### src/rtl/fetch_pkg.sv
// Shared types and constants for the instruction fetch unit.
package fetch_pkg;

    localparam int unsigned XLEN = 32;

    localparam logic [XLEN-1:0] EBREAK_INSTR = 32'h0010_0073;
    localparam logic [XLEN-1:0] NOP_INSTR    = 32'h0000_0013;

    typedef struct packed {
        logic [XLEN-1:0] pc;
        logic [XLEN-1:0] instr;
    } fetch_entry_t;

    typedef enum logic {
        RUN    = 1'b0,
        HALTED = 1'b1
    } fetch_state_e;

endpackage

### src/rtl/instr_fetch_unit_if.sv
// Memory, decode and redirect signals of the fetch unit.
interface instr_fetch_unit_if #(
    parameter int DATA_WIDTH = 32
);
    logic [DATA_WIDTH-1:0] addr_o;
    logic [DATA_WIDTH-1:0] instr_i;
    logic [DATA_WIDTH-1:0] instr_o;
    logic [DATA_WIDTH-1:0] pc_o;
    logic                  valid_o;
    logic                  ready_i;
    logic                  redirect_i;
    logic [DATA_WIDTH-1:0] redirect_pc_i;
    logic                  halted_o;
    logic [31:0]           fetch_count_o;

    modport master (
        output addr_o,
        input  instr_i,
        output instr_o,
        output pc_o,
        output valid_o,
        input  ready_i,
        input  redirect_i,
        input  redirect_pc_i,
        output halted_o,
        output fetch_count_o
    );

    modport slave (
        input  addr_o,
        output instr_i,
        input  instr_o,
        input  pc_o,
        input  valid_o,
        output ready_i,
        output redirect_i,
        output redirect_pc_i,
        input  halted_o,
        input  fetch_count_o
    );
endinterface

### src/rtl/fetch_fifo.sv
// Small power-of-two FIFO holding fetched {pc, instr} entries; flush wins over push/pop.
module fetch_fifo #(
    parameter int  DEPTH = 4,
    parameter type T     = logic [63:0]
) (
    input  logic                     clk,
    input  logic                     rst_n,
    input  logic                     push,
    input  logic                     pop,
    input  logic                     flush,
    input  T                         wdata,
    output T                         rdata,
    output logic [$clog2(DEPTH):0]   count,
    output logic                     full,
    output logic                     empty
);
    localparam int PW = $clog2(DEPTH);
    localparam logic [PW:0] FULL_CNT = (PW+1)'(DEPTH);

    T               r_mem [DEPTH];
    logic [PW-1:0]  r_wr_ptr;
    logic [PW-1:0]  r_rd_ptr;
    logic [PW:0]    r_count;

    always_ff @(posedge clk) begin
        if (push && !flush) begin
            r_mem[r_wr_ptr] <= wdata;
        end
    end

    always_ff @(posedge clk or negedge rst_n) begin
        if (!rst_n) begin
            r_wr_ptr <= '0;
            r_rd_ptr <= '0;
            r_count  <= '0;
        end else if (flush) begin
            r_wr_ptr <= '0;
            r_rd_ptr <= '0;
            r_count  <= '0;
        end else begin
            if (push) r_wr_ptr <= r_wr_ptr + 1'b1;
            if (pop)  r_rd_ptr <= r_rd_ptr + 1'b1;
            case ({push, pop})
                2'b10:   r_count <= r_count + 1'b1;
                2'b01:   r_count <= r_count - 1'b1;
                default: r_count <= r_count;
            endcase
        end
    end

    assign rdata = r_mem[r_rd_ptr];
    assign count = r_count;
    assign full  = (r_count == FULL_CNT);
    assign empty = (r_count == '0);

endmodule

### src/rtl/instr_fetch_unit.sv
// Fetch unit: PC register, run/halt FSM, push/redirect priority and fetch counter.
//   state  | meaning
//   RUN    | fetching one word per cycle while the buffer has room
//   HALTED | EBREAK enqueued; no fetching, buffer still drains
module instr_fetch_unit
    import fetch_pkg::*;
#(
    parameter int                  DATA_WIDTH = 32,
    parameter int                  FIFO_DEPTH = 4,
    parameter logic [DATA_WIDTH-1:0] RESET_PC = '0
) (
    input  logic                clk,
    input  logic                rst_n,
    instr_fetch_unit_if.master  bus
);
    localparam int PW = $clog2(FIFO_DEPTH);

    fetch_state_e          r_state;
    fetch_state_e          w_state_nxt;
    logic [DATA_WIDTH-1:0] r_pc;
    logic [31:0]           r_fetch_count;

    logic                  w_push;
    logic                  w_pop;
    logic                  w_full;
    logic                  w_empty;
    logic                  w_is_ebreak;
    logic [PW:0]           w_count;
    fetch_entry_t          w_wdata;
    fetch_entry_t          w_head;

    // A redirect discards the head even when decode is ready for it.
    assign w_pop       = (w_count != '0) & bus.ready_i & ~bus.redirect_i;
    assign w_push      = (r_state == RUN) & ~bus.redirect_i & (~w_full | w_pop);
    assign w_is_ebreak = (bus.instr_i == EBREAK_INSTR);
    assign w_wdata     = '{pc: r_pc, instr: bus.instr_i};

    fetch_fifo #(
        .DEPTH (FIFO_DEPTH),
        .T     (fetch_entry_t)
    ) u_fifo (
        .clk   (clk),
        .rst_n (rst_n),
        .push  (w_push),
        .pop   (w_pop),
        .flush (bus.redirect_i),
        .wdata (w_wdata),
        .rdata (w_head),
        .count (w_count),
        .full  (w_full),
        .empty (w_empty)
    );

    always_ff @(posedge clk or negedge rst_n) begin
        if (!rst_n) begin
            r_state <= RUN;
        end else begin
            r_state <= w_state_nxt;
        end
    end

    always_comb begin
        w_state_nxt = r_state;
        case (r_state)
            RUN:     if (w_push && w_is_ebreak) w_state_nxt = HALTED;
            HALTED:  if (bus.redirect_i) w_state_nxt = RUN;
            default: w_state_nxt = RUN;
        endcase
    end

    always_ff @(posedge clk or negedge rst_n) begin
        if (!rst_n) begin
            r_pc          <= RESET_PC;
            r_fetch_count <= '0;
        end else if (bus.redirect_i) begin
            r_pc <= bus.redirect_pc_i & ~DATA_WIDTH'(3);
        end else if (w_push) begin
            r_pc          <= r_pc + DATA_WIDTH'(4);
            r_fetch_count <= r_fetch_count + 32'd1;
        end
    end

    assign bus.addr_o        = r_pc;
    assign bus.instr_o       = w_head.instr;
    assign bus.pc_o          = w_head.pc;
    assign bus.valid_o       = ~w_empty;
    assign bus.halted_o      = (r_state == HALTED);
    assign bus.fetch_count_o = r_fetch_count;

endmodule

### src/flat_wrapper.sv
// flat-port wrapper written by rule: the top's interface ports become plain ports
module instr_fetch_unit_flat import fetch_pkg::*;
#(
    parameter int                  DATA_WIDTH = 32,
    parameter int                  FIFO_DEPTH = 4,
    parameter logic [DATA_WIDTH-1:0] RESET_PC = '0
)
  (clk, rst_n, bus_addr_o, bus_instr_i, bus_instr_o, bus_pc_o, bus_valid_o, bus_ready_i, bus_redirect_i, bus_redirect_pc_i, bus_halted_o, bus_fetch_count_o);
  instr_fetch_unit_if #(.DATA_WIDTH(DATA_WIDTH)) bus_i ();
  input  logic clk;
  input  logic rst_n;
  output wire logic [$bits(bus_i.addr_o)-1:0] bus_addr_o;
  input wire logic [$bits(bus_i.instr_i)-1:0] bus_instr_i;
  output wire logic [$bits(bus_i.instr_o)-1:0] bus_instr_o;
  output wire logic [$bits(bus_i.pc_o)-1:0] bus_pc_o;
  output wire logic [$bits(bus_i.valid_o)-1:0] bus_valid_o;
  input wire logic [$bits(bus_i.ready_i)-1:0] bus_ready_i;
  input wire logic [$bits(bus_i.redirect_i)-1:0] bus_redirect_i;
  input wire logic [$bits(bus_i.redirect_pc_i)-1:0] bus_redirect_pc_i;
  output wire logic [$bits(bus_i.halted_o)-1:0] bus_halted_o;
  output wire logic [$bits(bus_i.fetch_count_o)-1:0] bus_fetch_count_o;
  assign bus_addr_o = bus_i.addr_o;
  assign bus_i.instr_i = bus_instr_i;
  assign bus_instr_o = bus_i.instr_o;
  assign bus_pc_o = bus_i.pc_o;
  assign bus_valid_o = bus_i.valid_o;
  assign bus_i.ready_i = bus_ready_i;
  assign bus_i.redirect_i = bus_redirect_i;
  assign bus_i.redirect_pc_i = bus_redirect_pc_i;
  assign bus_halted_o = bus_i.halted_o;
  assign bus_fetch_count_o = bus_i.fetch_count_o;
  instr_fetch_unit #(.DATA_WIDTH(DATA_WIDTH), .FIFO_DEPTH(FIFO_DEPTH), .RESET_PC(RESET_PC)) u_core (.clk(clk), .rst_n(rst_n), .bus(bus_i));
endmodule
### config.mk
export PLATFORM = sky130hd
export DESIGN_NAME = instr_fetch_unit_flat
export DESIGN_NICKNAME = d
export VERILOG_FILES = /design/src/rtl/fetch_pkg.sv /design/src/rtl/instr_fetch_unit_if.sv /design/src/rtl/fetch_fifo.sv /design/src/rtl/instr_fetch_unit.sv /design/src/flat_wrapper.sv
export SDC_FILE = /design/constraint.sdc
export NUM_CORES = 1
export LEC_CHECK = 0
export CAP_MARGIN = 15
export CORE_MARGIN = 3
export CORE_UTILIZATION = 50
export CTS_BUF_LIST = sky130_fd_sc_hd__clkbuf_2
export CTS_CLUSTER_DIAMETER = 120
export DETAILED_ROUTE_END_ITERATION = 12
export GPL_TIMING_DRIVEN = 0
export PLACE_DENSITY = 0.81
export SETUP_SLACK_MARGIN = 0.05
export SYNTH_ARGS = -nofsm -noshare
export SYNTH_HDL_FRONTEND = slang
export SYNTH_SLANG_ARGS = --single-unit
### constraint.sdc
create_clock -name clk -period 3.15 [get_ports clk]
set_clock_uncertainty 0.15 [all_clocks]
set_input_delay 0.7875 -clock clk [delete_from_list [all_inputs] [get_ports clk]]
set_output_delay 0.7875 -clock clk [all_outputs]
set_load 0.02 [all_outputs]
### After elaboration in Yosys (flattened, before gate mapping)

Memories as Yosys holds them, arrays and structs flattened.
Cells that the tools add are included.
W data, S select, Z words.

* $add $sub $neg: 6
* equal/unequal tests: 4
* multiplexer cells: 13
* bitwise logic cells: 9
* reductions and logical operators: 9

Operators with widths (count)
* $mux W32: 2
* $add A32 B1 Y32 const B: 1
* $add A32 B3 Y32 const B: 1
* $eq A32 B21 Y1 const B: 1
* $mux W2: 4
* $pmux W3 S2: 1
* $reduce_bool A3 Y1: 2
* $add A2 B1 Y2 const B: 2
* $and A1 B1 Y1: 4
* $mux W1: 4
* $not A1 Y1: 4
* $reduce_bool A2 Y1: 2
* $add A3 B1 Y3 const B: 1
* $eq A3 B3 Y1 const B: 1
* $logic_not A3 Y1: 1
* $mux W3: 1
* $sub A3 B1 Y3 const B: 1
* $eq A2 B1 Y1 const B: 1
* $eq A2 B2 Y1 const B: 1
* $logic_and A1 B1 Y1: 2
* $pmux W1 S2: 1
* $reduce_and A2 Y1: 1
* $logic_not A1 Y1: 1
* $or A1 B1 Y1: 1

* register bits after elaboration: 72
* bits in writable memories: 256
* bits of input ports: 68
* output and inout bits: 130
* logic and storage cells: 48
* memories kept: 1

Memory list
* u_core.u_fifo.r_mem: words 4, width 64, rd ports 1, clocked after Yosys merged registers in 0, wr ports 1, line fetch_fifo.sv:20 `T r_mem [DEPTH];`

### Longest topological paths before layout

* depth after elaboration: 8
* depth in mapped cells: 8
* mapped depth without buffers: 6

### By module

Synthesis repeated with hierarchy kept, for this count alone.

* cells, all modules: 742
* area total of the unflattened synthesis: 13230.2 µm²

By module, submodules not included
* fetch_fifo: times used 1, cells each 377, area each 9669.3 µm², sequential area each 7862.5 µm²
* instr_fetch_unit: times used 1, cells each 365, area each 3560.9 µm², sequential area each 1576.5 µm²

### Worst setup path after synthesis

OpenSTA, ideal clock, no wires.

* kind: in2reg
* from: input port bus_ready_i
* to: memory u_core.u_fifo.r_mem[0][0] in the netlist's numbering, enable pin
* setup time: 0.427 ns
* data arrival time: 2.709 ns
* required time: 2.573 ns
* setup slack: -0.136 ns
* stages: 4
* path through: or4b_4 buf_6 buf_2 and3_1

* longest elaborated chain between the ends: 7

RTL lines
* start: declaration: line flat_wrapper.sv:17 `input wire logic [$bits(bus_i.ready_i)-1:0] bus_ready_i;`
* $and A1 B1 Y1 (2 in series): line instr_fetch_unit.sv:33 `assign w_pop = (w_count != '0) & bus.ready_i & ~bus.redirect_i;`
* $or A1 B1 Y1: line instr_fetch_unit.sv:34 `assign w_push = (r_state == RUN) & ~bus.redirect_i & (~w_full | w_pop);`
* $and A1 B1 Y1: line instr_fetch_unit.sv:34
* $logic_and A1 B1 Y1: line fetch_fifo.sv:26 `if (push && !flush) begin`
* $mux W1: line fetch_fifo.sv:26
* $mux W1 (not written as such): line fetch_fifo.sv:27 `r_mem[r_wr_ptr] <= wdata;`
* end: declaration: line fetch_fifo.sv:20

Every way passes these cells.

### Worst setup path after layout

* from: register u_core.u_fifo.r_rd_ptr[0]
* to: output port bus_pc_o[3]

* longest elaborated chain between the ends: 1

RTL lines
* start: declaration: line fetch_fifo.sv:22 `logic [PW-1:0] r_rd_ptr;`
* start signal: assignment: line fetch_fifo.sv:42 `if (pop) r_rd_ptr <= r_rd_ptr + 1'b1;`
* $mem_v2 Z4 W64
* end: declaration: line flat_wrapper.sv:15 `output wire logic [$bits(bus_i.pc_o)-1:0] bus_pc_o;`

Every way passes these cells.

==> flow_summary.ini <==
[outcome]
status = finished with violations
violations = setup timing

[timing]
maxSlewViolCount = 0
tightest_slew_ns = 0.755
min_period_over_period_pct = 103
rsz0062_at_grt = yes
fin_crit_ns = 3.24
final-hold-violation-count = 0
setup-violations-final = 61
layout_setup_ws_ns = -0.0891
max_freq_mhz = 309
relSlewSlack_pct = 49.0
tns_ns = -2.76

[placed_design]
pre_cts_ws_ns = -0.900
dpl.hpwl_um = 19500
io_buffer_count = 191
gp_congestion = 0.820
dpl_cell_area_um2 = 15400

[critical_path]
path_max_fanout = 6
cp-start-kind = flop
cp-end-kind = primary output
crit_arrival_ns = 2.30
path_class = reg2out
required_ns = 2.21

[drt]
drcViolationCount = 0
first_pass_iters = 5
dr_total_vias = 8086
finalWirelength_um = 30200
avgRoutedWirePerCell_um = 21.3
drtAntennaViolNets = 0
vias_per_cell = 5.69
drtIter0Drc = 794

[logic_synthesis]
syn_area_um2 = 12900
ys_warn_count = 0
synthTopCellsByCount = edfxtp_1, dfrtp_1, mux4_2
synth.distinct_cells = 51
synthTopCellsByArea = edfxtp_1, dfrtp_1, mux4_2
yosysTopAreaCellShare_pct = 57.6
synth_top_area_cell = edfxtp_1
yosysSeqAreaShare_pct = 71.2
synth-seq-cells = 318
syn_inst = 741
synthArstFlopShare_pct = 22.0
yosysMostFrequentCell = edfxtp_1
ys.flop_type = edfxtp_1
synth_edf_count = 248
avgSynthCellArea_um2 = 17.4

[global_route]
grt_pass1_vias = 8278
grt_start_max_net_pins = 54
antenna_found_initial = 4
grtUsageTotal_pct = 21.8
grt_pass1_wl_um = 47200
overflow = 0

[final_layout]
drive_gt1_share_pct = 30.1
nFillCells = 1788
syn_to_final_growth_pct = 27.9
final_nets = 1107
post-route-cell-area_um2 = 16500

[clock_network]
cts_tree = done
clock_sinks = 318
cts_root_buf = clkbuf_2
numCtsBuffers = 79
htreeDepth = 3
clockBufferDepth = 3
clk_latency_ns = 0.85
cts.clk_slew.worst_paths_ns = 0.12

[floorplanning]
io_pins = 198
die_h_um = 167
std_cell_rows = 58
start_util_pct = 51.2
die_area_um2 = 27800
dieWidth_um = 167
core_area_um2 = 25300

[job]
cap_violations = 0

[power]
power_density_nw_per_um2 = 597
vdd_drop_max_v = 0.000461
leakage_nw = 6.04
totalPowerFinal_mw = 9.86

[hold_path]
hold_path.class = in2async
through the flow:
stage / hold slack [ns] / std cells / utilization [%]
global route: 0.159 / 1421 / 65.4
finish: 0.209 / 1422 / 65.4
floorplan: 0.342 / 744 / -
detailed placement: 0.310 / 1270 / 61.0
global placement: 0.311 / 1265 / 60.4
CTS: 0.143 / 1415 / 63.9
layout make-up:
| class | instances | area, µm² | area share [%] |
|---|---|---|---|
| clock buffers | 113 | 566 | 3.42 |
| multi-input cells | 378 | 3510 | 21.3 |
| repair buffers | 209 | 2280 | 13.8 |
| clock inverters | 26 | 179 | 1.08 |
| plain buffers | 37 | 310 | 1.88 |
| diodes | 2 | 5.00 | 0.0303 |
| flip-flops and latches | 318 | 9220 | 55.8 |
| well taps | 330 | 413 | 2.50 |
| inverters | 9 | 33.8 | 0.204 |
layout by cell type (no fill, tap or decap), types with 5 or more instances in the layout:
| master | n |
|---|---|
| nand4_2 | 5 |
| nand3_1 | 29 |
| nor2_1 | 25 |
| ha_1 | 6 |
| edfxtp_1 | 248 |
| o31ai_1 | 11 |
| and4_1 | 9 |
| nand2_1 | 40 |
| nor4_1 | 12 |
| buf_2 | 18 |
| a31oi_1 | 13 |
| mux4_2 | 62 |
| or4_1 | 20 |
| clkbuf_16 | 5 |
| clkdlybuf4s50_1 | 117 |
| and3_1 | 8 |
| inv_1 | 8 |
| nand4_1 | 21 |
| o21ai_0 | 12 |
| o211ai_1 | 9 |
| clkbuf_2 | 115 |
| dfrtp_1 | 55 |
| buf_4 | 11 |
| buf_12 | 7 |
| nor3_1 | 6 |
| dfrtp_2 | 14 |
| buf_6 | 56 |
| dlymetal6s2s_1 | 7 |
| xnor2_1 | 27 |
| clkbuf_1 | 9 |
| buf_16 | 5 |
| clkinv_1 | 16 |
| xor2_1 | 15 |
| and2_1 | 8 |
state kept, by name, indices dropped and copies added, names as in the netlist:
register,count
u_core.u_fifo.r_rd_ptr,2
u_core.bus.halted_o,1
u_core.bus.addr_o,30
u_core.u_fifo.r_mem,248
u_core.bus.fetch_count_o,32
u_core.u_fifo.count,3
u_core.u_fifo.r_wr_ptr,2
logic make-up (layout without fill, tap and decap cells):
kind of cell	count (synthesis)	count (layout)	share of synthesized area, %
DFF	318	318	71.2
and+or+nand+nor	206	206	9.49
muxes	65	65	11.1
AOI/OAI and AO/OA	54	54	2.80
buffers and inverters	48	394	1.85
xor gates and xnor gates	42	42	2.85
adders and majority gates	7	7	0.736
other	1	6	0.0290
critical path: stages, from the launching register on:
cell and delay (ns):
dfrtp_4 0.46, buf_12 0.16, clkbuf_16 0.16, mux4_2 0.52, buf_6 0.15
metal layers:
metal / GRT usage [%] / up-vias / part of all wire, %
met5: 0 / - / 0.086
met4: 7.28 / 4 / 1.8
met3: 7.12 / 44 / 8.8
met2: 35.2 / 363 / 50
met1: 28.5 / 4066 / 40
li1: - / 3609 / -
report_power, final:
part,total [mW],leakage (nW),internal (mW),switching (mW)
clock,2.78,0.555,1.15,1.64
sequential,5.08,3.14,4.85,0.222
combinational,2.00,2.34,1.02,0.989
final timing paths:
check | from | end | slack [ns] | cells past startpoint
max | u_core.u_fifo.r_rd_ptr[0] | bus_pc_o[3] | -0.09 | 4
min | rst_n | u_core.u_fifo.count[1] | 0.21 | 2
max reg2reg | u_core.u_fifo.count[1] | u_core.u_fifo.count[2] | 0.60 | 7
min reg2reg | u_core.bus.fetch_count_o[31] | u_core.bus.fetch_count_o[31] | 0.33 | 1
max in group asynchronous | rst_n | u_core.bus.addr_o[7] | 2.04 | 3
min in group clk | u_core.bus.fetch_count_o[31] | u_core.bus.fetch_count_o[31] | 0.33 | 1
what timing repair did:
action | in CTS | in global routing
setup endpoints to repair | 68 | 83
hold endpoints to repair | 70 | 0
gates cloned | 0 | 5
resized for setup | 330 | 98
buffers inserted | 7 | 0
hold buffers | 1 | 0
(Power assumes the default switching activity.)
